[config.mk]
export PLATFORM = sky130hd
export DESIGN_NAME = br_flow_deserializer
export DESIGN_NICKNAME = d
export VERILOG_FILES = /design/src/rtl/br_flow_deserializer.sv
export SDC_FILE = /design/constraint.sdc
export NUM_CORES = 1
export LEC_CHECK = 0
export CORE_AREA = 2 2 39 41
export CTS_BUF_LIST = sky130_fd_sc_hd__clkbuf_8
export CTS_CLUSTER_DIAMETER = 150
export DETAILED_ROUTE_END_ITERATION = 6
export DIE_AREA = 0 0 41 43
export HOLD_SLACK_MARGIN = 0.06
export PLACE_DENSITY_LB_ADDON = 0.25
export SLEW_MARGIN = 15
export SYNTH_ARGS = -nofsm -noshare
export SYNTH_HDL_FRONTEND = slang
export SYNTH_SLANG_ARGS = --single-unit
[constraint.sdc]
create_clock -name clk -period 2.75 [get_ports clk]
set_input_delay 0.55 -clock clk [delete_from_list [all_inputs] [get_ports clk]]
set_output_delay 0.55 -clock clk [all_outputs]
set_load 0.1 [all_outputs]
[src/rtl/br_flow_deserializer.sv]
// Rebuilds wide pop flits from narrow push flits, recovering packet boundaries
// and the number of unfilled tail slices of a short final flit.
module br_flow_deserializer #(
  parameter int PushWidth = 1,
  parameter int PopWidth = 2,
  parameter int MetadataWidth = 1,
  parameter bit DeserializeMostSignificantFirst = 1,
  parameter bit EnableAssertFinalNotValid = 1,
  localparam int DeserializationRatio = PopWidth / PushWidth,
  localparam int SerFlitIdWidth = DeserializationRatio > 1 ? $clog2(DeserializationRatio) : 1
) (
  input  logic                      clk,
  input  logic                      rst,
  output logic                      push_ready,
  input  logic                      push_valid,
  input  logic [PushWidth-1:0]      push_data,
  input  logic                      push_last,
  input  logic [MetadataWidth-1:0]  push_metadata,
  input  logic                      pop_ready,
  output logic                      pop_valid,
  output logic [PopWidth-1:0]       pop_data,
  output logic                      pop_last,
  output logic [SerFlitIdWidth-1:0] pop_last_dont_care_count,
  output logic [MetadataWidth-1:0]  pop_metadata
);

  localparam int R = DeserializationRatio;

  assign pop_last     = push_last;
  assign pop_metadata = push_metadata;

  if (R == 1) begin : g_passthru
    assign push_ready               = pop_ready;
    assign pop_valid                = push_valid;
    assign pop_data                 = push_data;
    assign pop_last_dont_care_count = '0;
  end else begin : g_deser
    localparam logic [SerFlitIdWidth-1:0] LastCnt = SerFlitIdWidth'(R - 1);

    logic [SerFlitIdWidth-1:0] cnt;
    logic                      done;
    logic                      push_hs;
    logic                      pop_hs;

    assign done       = push_last || (cnt == LastCnt);
    assign push_ready = done ? pop_ready : 1'b1;
    assign pop_valid  = push_valid && done;
    assign push_hs    = push_valid && push_ready;
    assign pop_hs     = pop_valid && pop_ready;

    // pop handshake restarts assembly whether the flit filled or ended early
    always_ff @(posedge clk) begin
      if (rst) begin
        cnt <= '0;
      end else if (pop_hs) begin
        cnt <= '0;
      end else if (push_hs) begin
        cnt <= cnt + 1'b1;
      end
    end

    assign pop_last_dont_care_count = push_last ? (LastCnt - cnt) : '0;

    for (genvar i = 0; i < R; i++) begin : g_slice
      localparam logic [SerFlitIdWidth-1:0] Idx = SerFlitIdWidth'(i);
      localparam int Pos = DeserializeMostSignificantFirst ? (R - 1 - i) : i;

      logic [PushWidth-1:0] slice;

      if (i < R - 1) begin : g_stored
        logic [PushWidth-1:0] slot;

        always_ff @(posedge clk) begin
          if (push_hs && !done && (cnt == Idx)) begin
            slot <= push_data;
          end
        end

        // tail slices past the current count are zeroed so stale data never leaks
        assign slice = (cnt > Idx) ? slot : ((cnt == Idx) ? push_data : '0);
      end else begin : g_cut
        assign slice = (cnt == Idx) ? push_data : '0;
      end

      assign pop_data[Pos*PushWidth +: PushWidth] = slice;
    end

    logic [MetadataWidth-1:0] meta_q;

    always_ff @(posedge clk) begin
      if (push_hs) begin
        meta_q <= push_metadata;
      end
    end

    metadata_constant_a : assert property (@(posedge clk) disable iff (rst)
      (push_valid && cnt != '0) |-> (push_metadata == meta_q));

    last_implies_push_last_a : assert property (@(posedge clk) disable iff (rst)
      (pop_valid && pop_last) |-> push_last);

    dont_care_nonzero_c : cover property (@(posedge clk) disable iff (rst)
      pop_valid && pop_last && (pop_last_dont_care_count != '0));
  end

  push_stable_a : assert property (@(posedge clk) disable iff (rst)
    (push_valid && !push_ready) |=> (push_valid && $stable(push_data)));

  push_backpressure_c : cover property (@(posedge clk) disable iff (rst)
    push_valid && !push_ready);

  pop_valid_a : assert property (@(posedge clk) disable iff (rst)
    pop_valid |-> push_valid);

  final begin
    if (EnableAssertFinalNotValid) begin
      final_not_valid_a : assert (!push_valid);
    end
  end

endmodule

# ---- Yosys cells after proc, flatten, opt, wreduce, memory -nomap -nowiden
# Index checks and enable logic that the tools add are counted.
dict set report op_classes {
  n_addsub 2
  order_cmp 1
  mux 5
  n_bitwise 1
  reduce_logical 8
}
# operator count
set ops {}
lappend ops {{logical AND 1 bit} 5}
lappend ops {{two-way mux 1 bit} 5}
lappend ops {{OR reduction 2 bit} 1}
lappend ops {{adder 1 bit, second input constant} 1}
lappend ops {{> comparator 1 bit, second input constant} 1}
lappend ops {{logical NOT 1 bit} 1}
lappend ops {{logical OR 1 bit} 1}
lappend ops {{inverter 1 bit} 1}
lappend ops {{subtractor 1 bit, first input constant} 1}
dict set report word_totals {
  regBits 2
  input_bits 7
  wordCells 19
}

# ---- Logic depth before layout (Yosys ltp)
# Gate-level depths: netlist of run 1.
dict set report depth {
  word_depth 5
  depth_mapped 2
}

# ---- Worst setup path after synthesis of run 1
# OpenSTA, ideal clock, no wires.
dict set report synth_path {
  kind {input -> output}
  start {input port push_last}
  end {output port pop_valid}
  arrival_ps 1924
  slack_ps 276
  path_stages 2
  n_path_buf 0
  cell_sequence {nor2_1 nor2b_1}
}
dict set report synth_via {
  elab_chain_len 2
}
# item line_no
set synth_lines {}
lappend synth_lines {{from (decl)} 17} ;# input logic push_last,
lappend synth_lines {{logical OR 1 bit} 45} ;# assign done = push_last || (cnt == LastCnt);
lappend synth_lines {{logical AND 1 bit} 47} ;# assign pop_valid = push_valid && done;
lappend synth_lines {{to (decl)} 20} ;# output logic pop_valid,
# No other way between the ends.

# ---- Final worst setup path of run 1
# Ends and elaborated chain as after synthesis.

==> results of run 1 <==
## cells in the final DEF, fill, tap and decap left out
master,synthesis,final
mux2_2,1,1
inv_1,1,2
nor2b_1,2,2
buf_12,0,6
a21bo_2,1,1
or2_1,1,1
edfxtp_1,1,1
nor2_1,1,1
dfxtp_1,1,1
or3b_4,1,1
clkbuf_8,0,3
and2_2,1,1
clkdlybuf4s50_1,0,5
a21oi_2,1,1
## through the flow
step | setup WS (ps) | util | total power (W) | std cells | hold slack [ps]
2_1_floorplan | 276 | - | 0.0000962 | 16 | 595
3_3_place_gp | 584 | 0.228 | 0.000121 | 39 | 643
3_5_place_dp | 574 | 0.228 | 0.000122 | 39 | 673
4_1_cts | 567 | 0.260 | 0.000247 | 43 | 678
5_1_grt | 506 | 0.260 | 0.000256 | 43 | 712
6_report | 578 | 0.260 | 0.000241 | 43 | 669
## power by group through the flow
stage / clock (W) / combinational (W) / sequential, W
4_1_cts: 0.000125 / 0.0000866 / 0.0000352
6_report: 0.000120 / 0.0000860 / 0.0000351
3_3_place_gp: 0 / 0.0000858 / 0.0000351
2_1_floorplan: 0 / 0.0000614 / 0.0000348
5_1_grt: 0.000131 / 0.0000889 / 0.0000355
3_5_place_dp: 0 / 0.0000864 / 0.0000356
## area by class of cell
cell class                      instances  area share
Timing Repair Buffer                   11       0.472
Multi-Input combinational cell          9       0.198
Clock buffer                            3       0.115
Clock inverter                          1      0.0104
Sequential cell                         2       0.139
Tap cell                               16      0.0556
Inverter                                1      0.0104
## flip-flops by register name, summed over array words and instances (netlist names)
signal                         flops
g_deser.cnt                        1
g_deser.g_slice.g_stored.slot      1
## layer usage
metal / global-route usage / vias to the layer above / part of all wire
li1: - / 70 / -
met1: 0.0579 / 59 / 0.31
met2: 0.0906 / 13 / 0.47
met3: 0.0733 / 0 / 0.21
met4: 0.0600 / 0 / 0
met5: 0 / - / 0
## worst reg2reg max path, delay by kind of cell (launching register included)
kind / cells / cell delay [ps]
simple gates: 1 / 420
flops: 1 / 350
buf+inv: 1 / 70
## worst max-delay path by stage
stage | cells past startpoint | slack [ps] | start | to
after floorplan | 2 | 280 | push_last | pop_valid
after global placement | 4 | 580 | push_last | pop_valid
after detailed placement | 4 | 570 | push_last | push_ready
after CTS | 4 | 570 | push_last | pop_valid
after global routing | 4 | 510 | push_last | pop_valid
final | 4 | 580 | push_last | pop_valid
## cells by family (layout without fill, tap and decap cells)
logic type,Yosys count,count (layout),synth area share
buf+inv,5,16,0.218
mux,1,1,0.0726
flops,2,2,0.323
compound gates,2,2,0.121
simple gates,6,6,0.266
==> results by group, run 1 <==
Timing
  – Transition at the pin with the smallest max-transition slack: 227 ps
  – Max Slew Vio Count: 0
  – Relative slew margins: 0.848
  – Minimum clock period after layout: 2170 ps
  – Clock skew: 5.59 ps
  – Maximum clock rate: 460 MHz
  – Final worst path period share: 0.790
  – Number of hold-slack violations in the final timing report: 0
  – Setup repair after global routing missed its margin: no
  – Post-Route Setup TNS: 0 ps
  – Final setup fails: 0

CTS
  – Depth of the CTS H-tree: 1
  – CTS tree: yes
  – CTS sink cnt: 2
  – CTS resizes: 0
  – Clock-pin slew of the registers on the worst-case setup and hold paths: 30 ps
  – TritonCTS buffer count: 3
  – Buffer cell driving the clock tree root: clkbuf_8
  – Post-CTS Setup Bufs: 0
  – Worst-skew pair later-pin latency: 210 ps
  – Number of hold buffers added after cts: 0
  – CTS Buffer Depth: 2

Worst setup path
  – CP peak stage delay: 570 ps
  – Kind of critical path: in -> out
  – Largest delay contributor family on the critical path: buffers and inverters
  – Worst flop-to-flop path endpoint: g_deser.g_slice[0].g_stored.slot
  – Worst reg2reg startpoint: g_deser.cnt
  – Crit path buf inv count: 2
  – Crit path launch type: input port
  – R2R depth: 2
  – Worst-path maximum fanout: 4
  – Data arrival, critical path: 1620 ps
  – Minimum setup slack among reg-to-reg paths: 1630 ps
  – Critical-path cell with the highest stage delay: clkdlybuf4s50_1
  – Critical Path End Type: output port
  – Worst-path cell chain: clkdlybuf4s50_1 -> nor2_1 -> nor2b_1 -> buf_12
  – Required time at the endpoint of the critical path: 2200 ps

Synthesis
  – Mapped Avg Cell Area: 9.70 sq um
  – Flip-flop and latch count after synthesis: 2
  – Sequential share of the synthesized area: 0.323
  – Proportion of synthesized flip-flops having asynchronous set or reset: 0
  – Total standard cell area after synthesis: 155 sq um
  – Cell taking the most area after synthesis: buf_4
  – Distinct cell type count after synthesis: 12
  – YS warnings: 0
  – Synth cell count leaders: buf_4 (4), nor2b_1 (2)
  – Net count after synthesis: 23
  – Cell with the most instances after synthesis: buf_4
  – Share of the synthesized area in the top cell type: 0.194
  – Primary flip-flop cell chosen by synthesis mapping: edfxtp_1
  – Syn Inst Count: 16
  – EDFF count, synth: 1
  – Largest cells by area after synthesis: buf_4 (19%), edfxtp_1 (19%), dfxtp_1 (13%), nor2b_1 (8.1%), mux2_2 (7.3%)

Floorplan
  – Horiz. Die Dim: 41 microns
  – FP Rows: 14
  – Vertical die dimension: 43 microns
  – Initial Utilization: 0.112
  – Ports placed on the boundary: 14
  – Total die area: 1760 sq um
  – Floorplan Core Area: 1380 sq um

Drt
  – Final routed DRC violation total: 0
  – DR WL/cell: 9.56 microns
  – Detail Route Antenna Nets: 0
  – Vias per cell: 3.30
  – Drt first pass iters: 2
  – Count of vias placed by the detailed router: 142
  – Initial detailed-routing violation count: 2
  – Drt total wl: 411 microns

Pwr
  – Clock network fraction of design power: 0.497
  – Maximum VDD drop: 0.190 mV
  – Proportion of power drawn by combinational gates: 0.357
  – Pleak: 0.153 nW
  – Total net switching power: 0.0000797 W
  – Seq pwr share: 0.146
  – Design internal power: 0.000161 W
  – Cell Pwr Density: 669 nW/um^2
  – Share of total power consumed by net switching: 0.331

Hold path
  – Hold Startpoint: g_deser.cnt
  – Min-Delay Path Depth: 2
  – Worst min-delay path endpoint: g_deser.cnt
  – Type of the tightest min-delay check: reg -> reg

Status
  – Status: completed

Placed design
  – Number of port buffers: 11
  – DP HPWL: 325 microns
  – Area after DPL: 315 sq um
  – Placer's final routability congestion estimate: 0.638

Global route
  – Antenna violations before repair: 0
  – Largest net degree at the start of global routing: 7
  – Vias in the first global route: 168
  – GRT Residual Overflow: 0
  – Total global routing track utilization: 0.0703
  – Wire length of the first global-routing pass: 738 microns

Layout
  – NumNets Final: 35
  – Layout-stage area growth over the synthesis result: 132%
  – Ant diodes: 0
  – Fraction of final layout cells sized beyond drive strength 1: 0.519
  – Area of the multi-input gates: 71.3 sq um
  – Post-route standard cell area excluding fillers: 360 sq um
  – Register cell area after layout: 50.0 sq um
  – Fill count: 150

Flow run
  – Max-cap violation count: 0
(Power assumes the default switching activity.)
==> run 2, diff against run 1 <==
clock period = 2.2 ns   (was 2.75 ns; I/O delays follow)
==> results by group, run 2 (synthesized netlist as in run 1, its figures left out) <==
Timing
  – Post-Route Setup TNS: 0 ps
  – Max Slew Vio Count: 0
  – Relative slew margins: 0.866
  – Setup repair after global routing missed its margin: no
  – Clock skew: 5.44 ps
  – Transition at the pin with the smallest max-transition slack: 200 ps
  – Final worst path period share: 0.894
  – Maximum clock rate: 508 MHz
  – Minimum clock period after layout: 1970 ps
  – Number of hold-slack violations in the final timing report: 0
  – Final setup fails: 0

Layout
  – NumNets Final: 35
  – Post-route standard cell area excluding fillers: 365 sq um
  – Largest regs: g_deser.cnt (1), g_deser.g_slice.g_stored.slot (1)
  – Layout-stage area growth over the synthesis result: 135%
  – Fill count: 150
  – Fraction of final layout cells sized beyond drive strength 1: 0.593
  – Most frequent cells in the layout: buf_12 (6), clkdlybuf4s50_1 (5), clkbuf_8 (3), inv_1 (2), nor2b_2 (2)
  – Leading cell type in the layout, fill and taps excluded: buf_12
  – Ant diodes: 0

Drt
  – Count of vias placed by the detailed router: 146
  – Met2 Wirelength: 168 microns
  – Drt first pass iters: 2
  – Detail Route Antenna Nets: 0
  – Vias per cell: 3.40
  – Initial detailed-routing violation count: 2
  – Final routed DRC violation total: 0
  – Drt total wl: 374 microns
  – Detailed-routing wirelength on met1: 146 microns
  – Topmost layer with routed signal wires: met3
  – Detailed-routed wire length on met3: 58 microns
  – DR WL/cell: 8.70 microns

Floorplan
  – Horiz. Die Dim: 41 microns
  – Floorplan Core Area: 1380 sq um
  – FP Rows: 14
  – Ports placed on the boundary: 14
  – Total die area: 1760 sq um
  – Initial Utilization: 0.112
  – Vertical die dimension: 43 microns

Worst setup path
  – Required time at the endpoint of the critical path: 1760 ps
  – Worst-path maximum fanout: 4
  – Critical Path End Type: output port
  – Crit path launch type: input port
  – R2R depth: 2
  – Data arrival, critical path: 1530 ps
  – Kind of critical path: in -> out

Pwr
  – Design internal power: 0.000202 W
  – Pleak: 0.155 nW
  – Share of total power consumed by net switching: 0.329
  – Clock network fraction of design power: 0.495
  – Total net switching power: 0.0000993 W
  – Proportion of power drawn by combinational gates: 0.360
  – Cell Pwr Density: 826 nW/um^2
  – Maximum VDD drop: 0.230 mV
  – Seq pwr share: 0.145

Global route
  – Vias in the first global route: 178
  – Wire length of the first global-routing pass: 696 microns
  – Largest net degree at the start of global routing: 7
  – GRT Residual Overflow: 0
  – Antenna violations before repair: 0
  – Total global routing track utilization: 0.0653

CTS
  – CTS resizes: 0
  – CTS sink cnt: 2
  – Buffer cell driving the clock tree root: clkbuf_8
  – CTS Buffer Depth: 2
  – Clock-pin slew of the registers on the worst-case setup and hold paths: 30 ps
  – Number of hold buffers added after cts: 0
  – Depth of the CTS H-tree: 1
  – CTS tree: yes
  – Worst-skew pair later-pin latency: 210 ps
  – Post-CTS Setup Bufs: 0
  – TritonCTS buffer count: 3

Hold path
  – Type of the tightest min-delay check: reg -> reg
  – Min-Delay Path Depth: 2

Placed design
  – Placer's final routability congestion estimate: 0.539
  – Number of port buffers: 11
  – Area after DPL: 320 sq um

Flow run
  – Max-cap violation count: 0

Status
  – Status: completed
==> run 2: cell counts in the layout (fill, tap and decap cells not counted) <==
No cell type changed its count.
==> run 2: per-stage QoR <==
step	hold slack (ps)	cells	util	power [W]	setup slack, ps
finish	659	43	0.264	0.000302	233
global route	696	43	0.264	0.000318	184
CTS	667	43	0.264	0.000310	236
detailed placement	661	39	0.231	0.000153	233
global placement	657	39	0.231	0.000153	233
floorplan	502	16	-	0.000121	470
==> run 2: worst paths after layout <==
kind | slack, ps | to | from
hold reg to reg | 660 | g_deser.cnt | g_deser.cnt
setup reg to reg | 1090 | g_deser.g_slice[0].g_stored.slot | g_deser.cnt
setup / recovery | 230 | push_ready | push_last
hold / removal | 660 | g_deser.cnt | g_deser.cnt
==> run 2: cell type report <==
class / instances / area, sq um / area share
multi-input cells: 9 / 76.3 / 0.209
flip-flops and latches: 2 / 50.0 / 0.137
clock buffers: 3 / 41.3 / 0.113
clock inverters: 1 / 3.75 / 0.0103
well taps: 16 / 20.0 / 0.0548
repair buffers: 11 / 170 / 0.466
inverters: 1 / 3.75 / 0.0103
==> run 2: metal layers <==
metal,GRT usage,up-vias
li1,-,71
met1,0.0707,63
met2,0.0750,12
met3,0.0524,0
met4,0.0600,0
met5,0,-
==> run 2: power by group through the flow <==
| stage | clock [W] | sequential [W] | combinational, W |
|---|---|---|---|
| 5_1_grt | 0.000161 | 0.0000442 | 0.000112 |
| 2_1_floorplan | 0 | 0.0000437 | 0.0000778 |
| 4_1_cts | 0.000157 | 0.0000437 | 0.000109 |
| 3_5_place_dp | 0 | 0.0000442 | 0.000109 |
| 6_report | 0.000149 | 0.0000437 | 0.000109 |
| 3_3_place_gp | 0 | 0.0000441 | 0.000108 |
==> run 2: worst max-delay path, stage by stage <==
cell and delay [ps]:
clkdlybuf4s50_1 570, nor2_1 90, or2_1 250, buf_12 170
==> patch: new RTL, settings of run 2 <==
The parameter `PopWidth` goes from 2 to 4.
--- a/src/rtl/br_flow_deserializer.sv
+++ b/src/rtl/br_flow_deserializer.sv
@@ -2,7 +2,7 @@
 // and the number of unfilled tail slices of a short final flit.
 module br_flow_deserializer #(
   parameter int PushWidth = 1,
-  parameter int PopWidth = 2,
+  parameter int PopWidth = 4,
   parameter int MetadataWidth = 1,
   parameter bit DeserializeMostSignificantFirst = 1,
   parameter bit EnableAssertFinalNotValid = 1,
Interface: changed (resized pop_data and pop_last_dont_care_count); port bits go from 14 to 17. No check against the original RTL was run, so the function may have changed too.
==> patch against run 2 <==
Critical path depth unchanged; wire length grew 88%; total power up 40%; design area grew 80%; sequential cell count increased by 3; setup slack got worse by 0.0017 ns; synthesized area up 140%; synthesized cell count is 140% higher; largest cell class unchanged; largest power group unchanged.
==> patch: results (changes against run 2) <==
Post-layout nets=67 (+91%); clk_skew=0.001196 ns (-0.004245 ns); critical path data arrival time=1.53 ns (about the same); Worst-path clk slew=0.03 ns (about the same); share of cells above drive strength 1=0.4074 (-0.1852); Clock Latency Late Sink=about 0.22 ns; Total GRT Usage=0.09677 (+0.03151); Top Family by Delay on Critical Path=flip-flops; Netlist cell types=18 (+6); VDD IR max=0.0004572 V (+99%); synthesized net count=51 (+120%); root buf cell=clkbuf_8; max incr delay on CP=0.48 ns (-0.09 ns); top flop regs=g_deser.g_slice.g_stored.slot: 3 flops, g_deser.cnt: 2 flops; Fillers=126 (-16%); EDFF count, synth=3 (+2); TritonCTS Buffers=3 (unchanged); initial antenna violation count=0 (unchanged); Yosys warning total=0 (unchanged); CP max-delay cell=dfxtp_1; ys flop type=edfxtp_1; dpl cell area=614.3 um2 (+92%); Buffers on Ports=14 (+3); vias in the first global route=282 (+58%); GPL Wtd Cong=0.6661 (+24%); Post-CTS Resized=0 (unchanged); Slew headroom=0.7795 (-0.08682); Post-synth ARST share=0 (unchanged); top post-synthesis cells by count=buf_4, ha_1, nand2_1; initial DRC count=9 (+7); # diodes=0 (unchanged); drt drc=0 (unchanged); DP Wirelength=roughly 560 um; Post-CTS Repair Setup Buffers=0 (unchanged); status=finished clean; Clock H-tree levels=1 (unchanged); Routed WL=703 um (+88%); post-synthesis sequential area ratio=0.3432 (+0.02065); Critical Path Fanout Max=7 (+3); Leak=0.2843 nW (+83%); NetSw=0.1399 mW (+41%); first-pass GRT wire length=1.110 mm (+59%); Via density=4.386 (+29%); largest net degree at the start of global routing=8 (+1); worst min path class=flip-flop to flip-flop; top cells by area, synth=edfxtp_1, ha_1, buf_4; Bufs on Longest Clock Path=2 (unchanged); 1st-pass router iterations=3 (+1)
## patch: changes by cell type after synthesis, sizes merged, moves of 2 or more
cell and change:
and3 +3, nand2 +4, ha +5, o21ai +2, buf +2, edfxtp +2
## patch: logic make-up after synthesis
kind of cell / after synthesis / share of synthesized area
AOI/OAI and AO/OA: 6 / 0.1122
adders and majority gates: 5 / 0.1650
buffers and inverters: 8 / 0.1386
DFF: 5 / 0.3432
muxes: 1 / 0.02970
and+or+nand+nor: 14 / 0.2113
## patch: per-layer routing
metal	GRT usage	share of wire
met3	0.06283	0.070
met4	0.04000	0
met1	0.1042	0.44
met2	0.1438	0.49
met5	0	0
## patch: area by class of cell
| cell class | instances | area (um2) | share of cell area |
|---|---|---|---|
| clock inverter | 1 | 3.754 | 0.005693 |
| tap | 16 | 20.02 | 0.03036 |
| timing repair buffer | 17 | 252.7 | 0.3833 |
| inverter | 2 | 7.507 | 0.01139 |
| multi-input combinational | 26 | 203.9 | 0.3093 |
| clock buffer | 3 | 41.29 | 0.06262 |
| sequential | 5 | 130.1 | 0.1973 |
## patch: stage by stage
stage / setup WS [ns] / util / cells
after floorplan: 0.2475 / - / 39
final: 0.2316 / 0.4765 / 70
after global placement: 0.2865 / 0.4439 / 66
after detailed placement: 0.2826 / 0.4439 / 66
after global routing: 0.1292 / 0.4765 / 70
after CTS: 0.2164 / 0.4765 / 70
## patch: power by group through the flow
stage	Clock, mW	Combinational [mW]	Sequential [mW]
2_1_floorplan	0	0.103	0.108
3_3_place_gp	0	0.150	0.110
3_5_place_dp	0	0.151	0.110
4_1_cts	0.168	0.152	0.108
5_1_grt	0.175	0.157	0.109
6_report	0.162	0.151	0.108
## patch: path summary, 6_finish.rpt
check,from,endpoint,slack (ns),cells past startpoint
worst min-delay path,g_deser.cnt[1],g_deser.cnt[1],0.62,2
worst min register to register,g_deser.cnt[1],g_deser.cnt[1],0.62,2
worst max register to register,g_deser.cnt[0],g_deser.g_slice[2].g_stored.slot,0.79,4
worst max-delay path,g_deser.cnt[0],pop_data[3],0.23,4
## patch: worst reg2reg max path, cell delays in order (launching register included)
cell and delay (ns):
dfxtp_1 0.38, ha_1 0.26, nor2_2 0.17, buf_4 0.16, and3_1 0.16
